<file path="src/rtl/muldiv_pkg.sv">
// Shared op codes, FSM state encoding and constants for the multiply/divide unit.
package muldiv_pkg;

  localparam logic [2:0] OP_MULT  = 3'b000;
  localparam logic [2:0] OP_MULTU = 3'b001;
  localparam logic [2:0] OP_DIV   = 3'b010;
  localparam logic [2:0] OP_DIVU  = 3'b011;
  localparam logic [2:0] OP_MTHI  = 3'b100;
  localparam logic [2:0] OP_MTLO  = 3'b101;

  typedef enum logic [1:0] {
    ST_IDLE = 2'd0,
    ST_CALC = 2'd1,
    ST_FIX  = 2'd2
  } state_e;

  localparam int unsigned MAX_WIDTH = 64;
  // Quotient reported for any divide by zero; sliced down to the unit width.
  localparam logic [MAX_WIDTH-1:0] DIV0_QUOT = '1;

  function automatic logic is_arith_op(input logic [2:0] op);
    return (op == OP_MULT) || (op == OP_MULTU) || (op == OP_DIV) || (op == OP_DIVU);
  endfunction

  function automatic logic is_signed_op(input logic [2:0] op);
    return (op == OP_MULT) || (op == OP_DIV);
  endfunction

endpackage

</file>
<file path="src/rtl/muldiv_unit_div_step.sv">
// One-bit restoring division step: shift in the next dividend bit, subtract if it fits.
module div_step #(
  parameter int unsigned WIDTH = 32
) (
  input  logic [WIDTH-1:0] rem,
  input  logic [WIDTH-1:0] divisor,
  input  logic             dividend_bit,
  output logic [WIDTH-1:0] rem_next,
  output logic             quot_bit
);

  logic [WIDTH:0]   shifted;
  logic [WIDTH-1:0] diff;

  always_comb begin
    shifted  = {rem, dividend_bit};
    quot_bit = (shifted >= {1'b0, divisor});
    // rem < divisor on entry, so a successful subtraction always fits in WIDTH bits.
    diff     = shifted[WIDTH-1:0] - divisor;
    rem_next = quot_bit ? diff : shifted[WIDTH-1:0];
  end

endmodule

</file>
<file path="src/rtl/muldiv_unit.sv">
// Iterative MULT/MULTU/DIV/DIVU unit with HI/LO registers and MTHI/MTLO writes.
// Define MULDIV_FAST_MUL_EN for single-cycle multiplies (MULDIV_ASSERT_ON adds a busy check).
module muldiv_unit
  import muldiv_pkg::*;
#(
  parameter int unsigned WIDTH = 32
) (
  input  logic             clk,
  input  logic             rst,
  input  logic             start,
  input  logic [2:0]       op,
  input  logic [WIDTH-1:0] a,
  input  logic [WIDTH-1:0] b,
  input  logic             flush,
  output logic             busy,
  output logic             done,
  output logic [WIDTH-1:0] hi,
  output logic [WIDTH-1:0] lo
);

  localparam int unsigned      CNT_W     = (WIDTH > 1) ? $clog2(WIDTH) : 1;
  localparam logic [CNT_W-1:0] CNT_LAST  = CNT_W'(WIDTH - 1);
  localparam logic [WIDTH-1:0] QUOT_DIV0 = DIV0_QUOT[WIDTH-1:0];

  state_e             state_q;
  logic [CNT_W-1:0]   cnt_q;
  logic [WIDTH-1:0]   mag_a_q, mag_b_q;
  logic [2*WIDTH-1:0] acc_q;
  logic               is_div_q, neg_res_q, neg_a_q, b_zero_q;
  logic               busy_q, done_q;
  logic [WIDTH-1:0]   hi_q, lo_q;

  // Launch decode
  logic             launch_arith, a_neg, b_neg;
  logic [WIDTH-1:0] a_mag, b_mag;

  always_comb begin
    launch_arith = is_arith_op(op);
    a_neg        = is_signed_op(op) & a[WIDTH-1];
    b_neg        = is_signed_op(op) & b[WIDTH-1];
    a_mag        = a_neg ? (~a + 1'b1) : a;
    b_mag        = b_neg ? (~b + 1'b1) : b;
  end

  // Division datapath: remainder lives in the upper half of the accumulator.
  logic [WIDTH-1:0] step_rem;
  logic             step_quot;

  div_step #(
    .WIDTH (WIDTH)
  ) u_div_step (
    .rem          (acc_q[2*WIDTH-1:WIDTH]),
    .divisor      (mag_b_q),
    .dividend_bit (mag_a_q[WIDTH-1]),
    .rem_next     (step_rem),
    .quot_bit     (step_quot)
  );

  // Multiply datapath: add multiplicand on the current multiplier LSB, then shift right.
  logic [WIDTH:0]     mul_sum;
  logic [2*WIDTH-1:0] mul_acc_next;

  always_comb begin
    mul_sum      = {1'b0, acc_q[2*WIDTH-1:WIDTH]} + (mag_b_q[0] ? {1'b0, mag_a_q} : '0);
    mul_acc_next = {mul_sum, acc_q[WIDTH-1:1]};
  end

  // Sign fix applied in FIX
  logic [2*WIDTH-1:0] prod_mag, prod_fix;
  logic [WIDTH-1:0]   quot_mag, rem_mag, quot_fix, rem_fix;

  always_comb begin
`ifdef MULDIV_FAST_MUL_EN
    prod_mag = {{WIDTH{1'b0}}, mag_a_q} * {{WIDTH{1'b0}}, mag_b_q};
`else
    prod_mag = acc_q;
`endif
    prod_fix = neg_res_q ? (~prod_mag + 1'b1) : prod_mag;
    quot_mag = acc_q[WIDTH-1:0];
    rem_mag  = acc_q[2*WIDTH-1:WIDTH];
    quot_fix = neg_res_q ? (~quot_mag + 1'b1) : quot_mag;
    rem_fix  = neg_a_q ? (~rem_mag + 1'b1) : rem_mag;
    if (b_zero_q) begin
      quot_fix = QUOT_DIV0;
    end
  end

  always_ff @(posedge clk or negedge rst) begin
    if (!rst) begin
      state_q   <= ST_IDLE;
      cnt_q     <= '0;
      mag_a_q   <= '0;
      mag_b_q   <= '0;
      acc_q     <= '0;
      is_div_q  <= 1'b0;
      neg_res_q <= 1'b0;
      neg_a_q   <= 1'b0;
      b_zero_q  <= 1'b0;
      busy_q    <= 1'b0;
      done_q    <= 1'b0;
      hi_q      <= '0;
      lo_q      <= '0;
    end else begin
      done_q <= 1'b0;
      case (state_q)
        ST_IDLE: begin
          if (start && !flush) begin
            if (launch_arith) begin
              mag_a_q   <= a_mag;
              mag_b_q   <= b_mag;
              is_div_q  <= op[1];
              neg_res_q <= a_neg ^ b_neg;
              neg_a_q   <= a_neg;
              b_zero_q  <= op[1] && (b == '0);
              acc_q     <= '0;
              cnt_q     <= '0;
              busy_q    <= 1'b1;
`ifdef MULDIV_FAST_MUL_EN
              state_q   <= op[1] ? ST_CALC : ST_FIX;
`else
              state_q   <= ST_CALC;
`endif
            end else if (op == OP_MTHI) begin
              hi_q   <= a;
              done_q <= 1'b1;
            end else if (op == OP_MTLO) begin
              lo_q   <= a;
              done_q <= 1'b1;
            end
          end
        end
        ST_CALC: begin
          if (flush) begin
            state_q <= ST_IDLE;
            busy_q  <= 1'b0;
          end else begin
            if (is_div_q) begin
              acc_q   <= {step_rem, acc_q[WIDTH-2:0], step_quot};
              mag_a_q <= {mag_a_q[WIDTH-2:0], 1'b0};
            end else begin
              acc_q   <= mul_acc_next;
              mag_b_q <= {1'b0, mag_b_q[WIDTH-1:1]};
            end
            cnt_q <= cnt_q + 1'b1;
            if (cnt_q == CNT_LAST) begin
              state_q <= ST_FIX;
            end
          end
        end
        ST_FIX: begin
          if (!flush) begin
            if (is_div_q) begin
              hi_q <= rem_fix;
              lo_q <= quot_fix;
            end else begin
              hi_q <= prod_fix[2*WIDTH-1:WIDTH];
              lo_q <= prod_fix[WIDTH-1:0];
            end
            done_q <= 1'b1;
          end
          state_q <= ST_IDLE;
          busy_q  <= 1'b0;
        end
        default: begin
          state_q <= ST_IDLE;
          busy_q  <= 1'b0;
        end
      endcase
    end
  end

  assign busy = busy_q;
  assign done = done_q;
  assign hi   = hi_q;
  assign lo   = lo_q;

`ifdef MULDIV_ASSERT_ON
  // A start while busy is dropped; the issuing pipeline should have stalled.
  start_while_busy: assert property (@(posedge clk) disable iff (!rst) !(busy_q && start));
`endif

endmodule

</file>
<file path="config.mk">
export PLATFORM = sky130hd
export DESIGN_NAME = muldiv_unit
export DESIGN_NICKNAME = d
export VERILOG_FILES = /design/src/rtl/muldiv_pkg.sv /design/src/rtl/muldiv_unit_div_step.sv /design/src/rtl/muldiv_unit.sv
export SDC_FILE = /design/constraint.sdc
export NUM_CORES = 1
export LEC_CHECK = 0
export ABC_CLOCK_PERIOD_IN_PS = 3350
export CORE_MARGIN = 4
export CORE_UTILIZATION = 45
export CTS_CLUSTER_DIAMETER = 50
export DETAILED_ROUTE_END_ITERATION = 10
export HOLD_SLACK_MARGIN = 0.06
export PLACE_DENSITY = 0.69
export SYNTH_ARGS = -nofsm -noshare
export SYNTH_HDL_FRONTEND = slang
export SYNTH_HIERARCHICAL = 1
export SYNTH_SLANG_ARGS = --single-unit
</file>
<file path="constraint.sdc">
create_clock -name clk -period 3.35 [get_ports clk]
set_input_delay 0.67 -clock clk [delete_from_list [all_inputs] [get_ports clk]]
set_output_delay 0.67 -clock clk [all_outputs]
set_load 0.1 [all_outputs]
</file>
# Word level (Yosys, flattened, before mapping)
# Cells that the tools add are included.
# word_totals
output_inout_bits	66
in_bits	71
ff_bits	205
elab_cells	125
# classes
n_bitwise	8
muxes	55
n_addsub	8
magnitude_cmp	1
reduce_logical	20
eq_ne	20
# ops
op	count
32-bit two-way mux	26
64-bit two-way mux	5
32-bit one-hot mux with 2 select lines	4
32-bit by 1-bit adder with 32-bit output (second input constant)	4
32-bit inverter	4
64-bit one-hot mux with 2 select lines	1
64-bit by 1-bit adder with 64-bit output (second input constant)	1
64-bit inverter	1
32-bit by 32-bit adder with 33-bit output	1
33-bit by 32-bit greater-or-equal comparator with 1-bit output	1
32-bit logical NOT	1
32-bit subtractor	1
2-bit != test (second input constant)	11
5-bit two-way mux	3
5-bit AND reduction	3
5-bit one-hot mux with 2 select lines	1
3-bit AND reduction	3
1-bit two-way mux	8
2-bit two-way mux	4
3-bit by 2-bit equality test with 1-bit output (second input constant)	2
3-bit equality test (second input constant)	2
6-bit AND reduction	1
5-bit by 1-bit adder with 5-bit output (second input constant)	1
5-bit equality test (second input constant)	1
other kinds (15)	22

# Depth between registers and ports, before layout
# Gate-level depths: netlist of the first run.
# logic_depth
ltp_word	7
ltp_mapped	18
depth_no_buf	15

# Cells and area by module
# The synthesis of the first run kept the hierarchy.
# by_module_without_submodules
module	instances	seq_area_each_um2	cells_per_inst	area_per_inst_um2
muldiv_unit	1	5129.9	1736	14029.7
div_step	1	0.0	323	2331.0

# Worst setup path after synthesis of the first run
# Ideal clock, no wire load.
# synth_path
path_type	register -> register
from	register acc_q[38]
to	register acc_q[62]
n_path_buf	2
setup_ns	0.136
period_less_slack_ns	3.368
required_ns	3.214
path_stages_with_launch	17
setup_slack_ns	-0.018
t_arrival_ns	3.232
path_cell_list	dfrtp_1 ha_1 a21oi_2 a211oi_1 or3_4 nor4b_4 o21ai_2 a31oi_4 o21a_4 inv_2 buf_6 buf_12 mux2_4 nand2_1 o21ai_0 a32oi_1 o31ai_1
# synth_between
elab_chain_cells	5
elab_cells_between_ends	7
cone_classes	add/sub: 2; order compare: 1; mux: 4
# synth_lines
item	line_no	source
start: declaration	muldiv_unit.sv:28	logic [2*WIDTH-1:0] acc_q;
start signal: assignment	muldiv_unit.sv:138	acc_q <= {step_rem, acc_q[WIDTH-2:0], step_quot};
start signal: assignment	muldiv_unit.sv:141	acc_q <= mul_acc_next;
33-bit by 32-bit greater-or-equal comparator with 1-bit output	muldiv_unit_div_step.sv:17	quot_bit = (shifted >= {1'b0, divisor});
named net step_quot	muldiv_unit.sv:47	logic step_quot;
32-bit two-way mux	muldiv_unit_div_step.sv:20	rem_next = quot_bit ? diff : shifted[WIDTH-1:0];
named net step_rem[30]	muldiv_unit.sv:46	logic [WIDTH-1:0] step_rem;
64-bit two-way mux	muldiv_unit.sv:137	if (is_div_q) begin
64-bit two-way mux	muldiv_unit.sv:133	if (flush) begin
64-bit one-hot mux with 2 select lines	muldiv_unit.sv:105	case (state_q)
# The timed path passes the listed nets, and every way through them passes these cells. The select of a mux whose other input is x is not followed.
# A chain may end at the register's enable or synchronous reset.

# Final worst setup path of the first run
# layout_path
from	register mag_b_q[11]
to	register acc_q[63]
# layout_between
elab_chain_cells	5
elab_cells_between_ends	6
cone_classes	add/sub: 1; order compare: 1; mux: 4
# layout_lines
item	line_no	source
start: declaration	muldiv_unit.sv:27	logic [WIDTH-1:0] mag_a_q, mag_b_q;
start signal: assignment	muldiv_unit.sv:110	mag_b_q <= b_mag;
start signal: assignment	muldiv_unit.sv:142	mag_b_q <= {1'b0, mag_b_q[WIDTH-1:1]};
32-bit subtractor or 33-bit by 32-bit greater-or-equal comparator with 1-bit output (tied branches)	muldiv_unit_div_step.sv:19, muldiv_unit_div_step.sv:17	
32-bit two-way mux (*)	muldiv_unit_div_step.sv:20	
named net step_rem[31]	muldiv_unit.sv:46	
64-bit two-way mux (*)	muldiv_unit.sv:137	
64-bit two-way mux (*)	muldiv_unit.sv:133	
64-bit one-hot mux with 2 select lines (*)	muldiv_unit.sv:105	
# The timed path passes the listed nets; every way through them passes the cells marked *. The select of a mux whose other input is x is not followed.

==> results of run 1 <==
==> power breakdown <==
part / internal [mW] / switching [mW] / total (mW)
Clock: 2.06 / 1.29 / 3.34
Sequential: 2.94 / 0.432 / 3.37
Combinational: 2.82 / 4.65 / 7.48
==> registers in the layout, summed over array words and instances (netlist names) <==
name,flops
state_q,2
done,1
hi,32
neg_a_q,1
cnt_q,5
is_div_q,1
neg_res_q,1
b_zero_q,1
acc_q,64
lo,32
busy,1
mag_a_q,32
mag_b_q,32
==> cells in the final DEF (no fill, tap or decap), types with 7 or more instances in the layout <==
master	instances
nand2b_1	10
mux2i_1	36
and3_1	10
or4_1	12
clkbuf_16	30
o21ai_1	7
o22ai_1	44
buf_4	231
a22oi_1	17
nor2_1	159
o21bai_1	12
o211ai_1	7
clkdlybuf4s50_1	69
a21oi_1	190
nor4_1	14
nand2_1	266
o41ai_1	14
nor2b_1	10
ha_1	63
nand3_1	31
a31oi_1	16
inv_1	65
xor2_1	61
nor3_1	37
nand4_1	21
mux2_2	23
o21ai_0	214
o31ai_1	52
mux2_4	9
dfrtp_1	202
o221ai_1	11
xnor2_1	105
a221oi_1	10
a21o_1	27
clkbuf_8	7
or3_1	23
and2_1	40
==> worst max-delay path, stage by stage, from the launching register on <==
cell     delay [ns]
dfrtp_1        0.42
inv_1          0.11
ha_4           0.22
a21oi_1        0.20
a21oi_1        0.11
a31o_2         0.25
nor4b_4        0.26
buf_4          0.18
and2b_2        0.23
a31o_4         0.25
and3_4         0.17
o41ai_2        0.37
buf_4          0.18
nand2_2        0.04
o21ai_1        0.08
a21oi_1        0.07
o21ai_1        0.14
==> cell type report <==
class                   instances  area, um^2
inverters                      70       267.8
well taps                     461       576.8
multi-input cells            1658       10680
flip-flops and latches        205        5134
fillers                      3338       15480
clock buffers                  36       812.0
repair buffers                306        2544
clock inverters                18       247.7
==> layer usage <==
metal	up-vias	wire, um
met2	676	26460
li1	7840	-
met1	8093	27010
met3	117	4516
met5	-	0
met4	0	1530
==> kinds of logic after synthesis <==
logic type | synth area share, %
AND/OR/NAND/NOR | 19.39
buffers and inverters | 4.871
multiplexers | 4.612
flip-flops | 31.36
XOR/XNOR | 8.886
AO/OA/AOI/OAI | 25.28
adder cells (fa/ha/maj) | 5.598
==> per-stage QoR <==
stage | power, mW | utilization (%) | instance area, um^2 | setup slack, ns
finish | 14.19 | 56.68 | 20260 | -0.02276
global route | 14.91 | 56.68 | 20260 | -0.1842
CTS | 13.88 | 55.91 | 19980 | 0.006367
detailed placement | 10.48 | 52.84 | 18890 | -0.2363
global placement | 10.43 | 52.84 | 18890 | -0.3474
floorplan | 8.261 | - | 16370 | 0.01586
==> how the worst min path moves through the flow <==
stage                 end  slack, ns  cells after the start
3_5_place_dp     cnt_q[4]       0.47                      2
4_1_cts        mag_b_q[5]       0.14                      1
2_1_floorplan    acc_q[0]       0.37                      0
3_3_place_gp     cnt_q[4]       0.46                      2
5_1_grt        mag_b_q[4]       0.17                      1
6_report       mag_b_q[4]       0.13                      1
==> synth_stat cells, types with 15 or more instances <==
| cell | n | share of area [%] |
|---|---|---|
| mux2_2 | 23 | 1.6 |
| o21ai_0 | 220 | 6.7 |
| xor2_1 | 61 | 3.3 |
| a31oi_1 | 16 | 0.61 |
| o22ai_1 | 44 | 1.7 |
| or3_1 | 24 | 0.92 |
| nand2_1 | 268 | 6.1 |
| clkbuf_1 | 105 | 2.4 |
| a21oi_1 | 192 | 5.9 |
| xnor2_1 | 105 | 5.6 |
| a22oi_1 | 17 | 0.78 |
| nand3_1 | 32 | 0.98 |
| and2_1 | 40 | 1.5 |
| o31ai_1 | 54 | 2.5 |
| mux2i_1 | 36 | 2.2 |
| a21o_1 | 27 | 1.2 |
| o41ai_1 | 15 | 0.80 |
| ha_1 | 70 | 5.4 |
| dfrtp_1 | 205 | 31 |
| nor3_1 | 39 | 1.2 |
| nand4_1 | 21 | 0.80 |
| inv_1 | 68 | 1.6 |
| nor2_1 | 159 | 3.6 |
==> what timing repair did <==
action	4_1_cts	5_1_grt
setup endpoints to repair	14	30
gates cloned	0	1
gates resized for setup	2	42
pin swaps	2	12
setup buffers	4	9
==> summary.txt, run 1 <==
Status
  • Status: complete, but fails checks
  • Failing checks: negative setup slack

GRT
  • Met3 Use GR: 4.268%
  • GR Overflow Total: 0
  • Largest net degree at the start of global routing: 107
  • Met2 Track Usage GR: 44.40%
  • Top Usage Layer GRT: met2
  • Overall Global Routing Usage: 29.00%
  • Antenna violations before repair: 1
  • First-pass GRT wire length: 90830 um
  • Vias in the first global route: 15704
  • Grt met1 use: 43.66%

Logic synthesis
  • YS warnings: 6
  • Post-synthesis sequential area ratio: 31.36%
  • Synth Net Count: 2202
  • Post-synthesis instance total: 2059
  • Synth unique cells: 84
  • Mapped cell area: 16360 um^2
  • Ys async rst share: 100.0%
  • Flops & latches, synth: 205
  • Synthesized area per cell: 7.946 um^2
  • Post-synth EDFFs: 0
  • Primary FF master, synth: dfrtp_1

STA
  • Post-route minimum period: 3.373 ns
  • Max frequency: 296.5 MHz
  • Setup TNS Final: -0.02276 ns
  • RSZ-0062 raised after global routing: yes
  • Setup slack after layout: -0.02276 ns
  • Hold Vio Cnt, Final: 0
  • Relative slew slack: 11.94%
  • Clock Skew: 0.02399 ns
  • Endpoints failing setup: 1
  • Final Cycle Share: 100.7%
  • Hold_ws: 0.1265 ns
  • Max-slew violations: 0
  • Worst-Margin Slew: 1.316 ns

Pwr
  • PwrDens: 700.5 nW/um^2
  • Max VDD drop: 0.0004948 V
  • Leakage: 9.017 nW

Run
  • Max_cap viols: 0

Drt
  • Drt pass-1 iters: 5
  • Total Wirelength: 59520 um
  • Via count: 16726
  • DRC viols: 0
  • Initial DRC Count: 1720
  • Vias/cell: 6.073
  • DRT antenna net count: 0
  • Routed wire per std cell: 21.61 um

Clocking
  • H-tree depth: 1
  • CTS max path bufs: 3
  • CTS tree: built
  • Clk_lat worst skew: 0.58 ns
  • TritonCTS Sinks: 205
  • CTS Hold Bufs: 0
  • Root Driver: clkbuf_16
  • Num CTS Buffers: 29
  • Clock Pin Slew Worst Setup and Hold Paths: 0.06 ns

Critical path
  • Worst R2R Setup Slack: -0.02 ns
  • Reg2reg end: acc_q[63]
  • WP data required: 3.84 ns
  • Critical path launch point: mag_b_q[11]
  • Critical path launch point type: register
  • Critical path endpoint category: register
  • R2R Path Start: mag_b_q[11]
  • Worst Reg2Reg Path Length in Cells: 16
  • Setup Crit Path Kind: reg -> reg
  • CP Max Fanout: 5
  • Worst EP arrival: 3.86 ns
  • Critical Path End: acc_q[63]

Cells and area
  • Final nets: 2413
  • N_diodes: 0
  • Share of layout cells above drive strength 1: 17.05%
  • Area Overhead vs Synth: 23.83%
  • Layout Cells excl Fill: 2754

Floorplan
  • Die Y: 198.7 um
  • Die W: 198.7 um
  • Starting Density: 45.77%
  • Core Region: 35740 um^2
  • Number of I/O pins: 137
  • # rows: 69
  • Die ar.: 39470 um^2

Placement
  • Gp weighted congestion: 0.9665
  • Placed cell count: 2686
  • Port Buffer Count: 136
  • Post-DP HPWL: 45830 um

Hold path
  • Worst hold path class: in -> async
No activity file was read; power rests on OpenSTA's default activity.
==> inputs of run 2 (changes only) <==
ABC_CLOCK_PERIOD_IN_PS = not set   (was 3350)
CORE_UTILIZATION = 27   (was 45)
GPL_TIMING_DRIVEN = 0   (was not set)
PLACE_DENSITY = 0.47   (was 0.69)
==> summary.txt, run 2 (synthesis results as in run 1) <==
Floorplan
  • Starting Density: 27.51%
  • Core Region: 59460 um^2
  • # rows: 89
  • Number of I/O pins: 137
  • Die Y: 254.2 um
  • Die ar.: 64600 um^2
  • Die W: 254.2 um

Pwr
  • Combinational power share: 50.5%
  • Sw Ratio: 45.64%
  • Max VDD drop: 0.0003314 V
  • PwrDens: 715.2 nW/um^2
  • Clock group share of total power: 25.1%
  • Seq pwr share: 24.5%
  • P_int: 7.938 mW
  • Power, Total: 14.60 mW
  • Leakage: 8.417 nW
  • Switching power total: 6.665 mW

Clocking
  • Num CTS Buffers: 35
  • Clk_lat worst skew: 0.55 ns
  • CTS max path bufs: 3
  • H-tree depth: 2
  • Root Driver: clkbuf_16
  • Clock Pin Slew Worst Setup and Hold Paths: 0.05 ns
  • TritonCTS Sinks: 205
  • CTS tree: built

Critical path
  • Critical path's slowest cell: dfrtp_2
  • Critical-path cell list: ha_1 -> inv_1 -> nor3_4 -> a31o_2 -> nor4b_4 -> o21ai_2 -> a31oi_4 -> o21a_4 -> inv_2 -> buf_12 -> mux2_4 -> nand2_1 -> o21ai_0 -> a32oi_1 -> o31ai_1
  • Worst R2R Setup Slack: -0.10 ns
  • Worst Reg2Reg Path Length in Cells: 15
  • Worst EP arrival: 3.81 ns
  • Reg2reg end: acc_q[62]
  • Max incr delay on CP: 0.46 ns
  • CP Max Fanout: 9
  • Worst Path Buf+Inv: 3
  • CP delay by family, top: compound AO/OA/AOI/OAI gates
  • Setup Crit Path Kind: reg -> reg
  • WP data required: 3.71 ns
  • Critical path launch point type: register
  • Critical path endpoint category: register
  • R2R Path Start: acc_q[36]

Drt
  • Vias/cell: 5.488
  • Via count: 16700
  • DRC viols: 0
  • DRT antenna net count: 0
  • Total Wirelength: 72960 um
  • Routed wire per std cell: 23.98 um
  • Initial DRC Count: 1508
  • Drt pass-1 iters: 6

Cells and area
  • Register Area: 5162 um^2
  • Most frequent cells in the layout: 268 x nand2_1, 213 x o21ai_0, 187 x a21oi_1
  • N_diodes: 0
  • Final nets: 2390
  • Layout Cells excl Fill: 3043
  • Area Overhead vs Synth: 24.79%
  • Largest Register: acc_q
  • Max reg flops: 64
  • Filler cell count: 6325
  • Multi-input gate area: 10760 um^2
  • Commonest non-fill, non-tap cell in the layout: nand2_1
  • Share of layout cells above drive strength 1: 10.26%
  • Util after Layout: 34.33%
  • Finished Cell Area: 20420 um^2

STA
  • Setup slack after layout: -0.1006 ns
  • Hold_ws: 0.1973 ns
  • Post-route minimum period: 3.451 ns
  • RSZ-0062 raised after global routing: yes
  • Setup TNS Final: -0.7025 ns
  • Hold Vio Cnt, Final: 0
  • Final Cycle Share: 103.0%
  • Clock Skew: 0.03252 ns
  • Relative slew slack: -1.309%
  • Worst-Margin Slew: 1.506 ns
  • Endpoints failing setup: 14
  • Max frequency: 289.8 MHz
  • Max-slew violations: 6

Placement
  • Setup WS pre-CTS: -0.9071 ns
  • Port Buffer Count: 135
  • Area after DPL: 18730 um^2
  • Gp weighted congestion: 0.9356
  • Post-DP HPWL: 57450 um
  • Placed cell count: 2968

GRT
  • Vias in the first global route: 16167
  • Largest net degree at the start of global routing: 105
  • First-pass GRT wire length: 107700 um
  • Overall Global Routing Usage: 22.00%
  • GR Overflow Total: 0
  • Antenna violations before repair: 1

Status
  • Status: complete, but fails checks
  • Failing checks: max-capacitance violations, max-slew violations, negative setup slack

Run
  • Max_cap viols: 1

Hold path
  • Worst hold path class: in -> async
run 2: power groups by stage:
stage,registers (mW),logic [mW],clock network (mW)
2_1_floorplan,4.58,3.68,0
3_3_place_gp,3.62,6.77,0
3_5_place_dp,3.62,6.79,0
4_1_cts,3.57,7.19,3.73
5_1_grt,3.61,7.86,3.86
6_report,3.57,7.37,3.66
run 2: area by class of cell:
class | instances | area share [%]
Buffer | 116 | 2.427
Clock buffer | 48 | 4.927
Clock inverter | 12 | 0.8028
Inverter | 70 | 1.287
Multi-Input combinational cell | 1658 | 52.71
Sequential cell | 205 | 25.28
Tap cell | 773 | 4.737
Timing Repair Buffer | 161 | 7.820
run 2: metal layers:
metal	track usage [%]	up-vias	share of wire, %
li1	-	7816	-
met1	31.99	8257	46
met2	34.93	547	46
met3	2.988	78	6.0
met4	4.906	2	2.0
met5	0	-	0.0096
run 2: repair_timing:
item,CTS,global route
pin swaps,13,4
buffers inserted,22,3
hold buffers,0,0
gates resized for setup,70,29
setup endpoints to repair,37,36
run 2: worst max path at each step:
stage                    start         to  slack [ns]  cells after the start
finish               acc_q[36]  acc_q[62]       -0.10                     15
global route        mag_b_q[0]  acc_q[58]       -0.18                     10
CTS                  acc_q[32]  acc_q[46]       -0.01                     13
detailed placement   acc_q[41]  acc_q[46]       -0.91                     14
global placement           rst  acc_q[41]       -8.74                      1
floorplan            acc_q[41]  acc_q[62]        0.02                     17
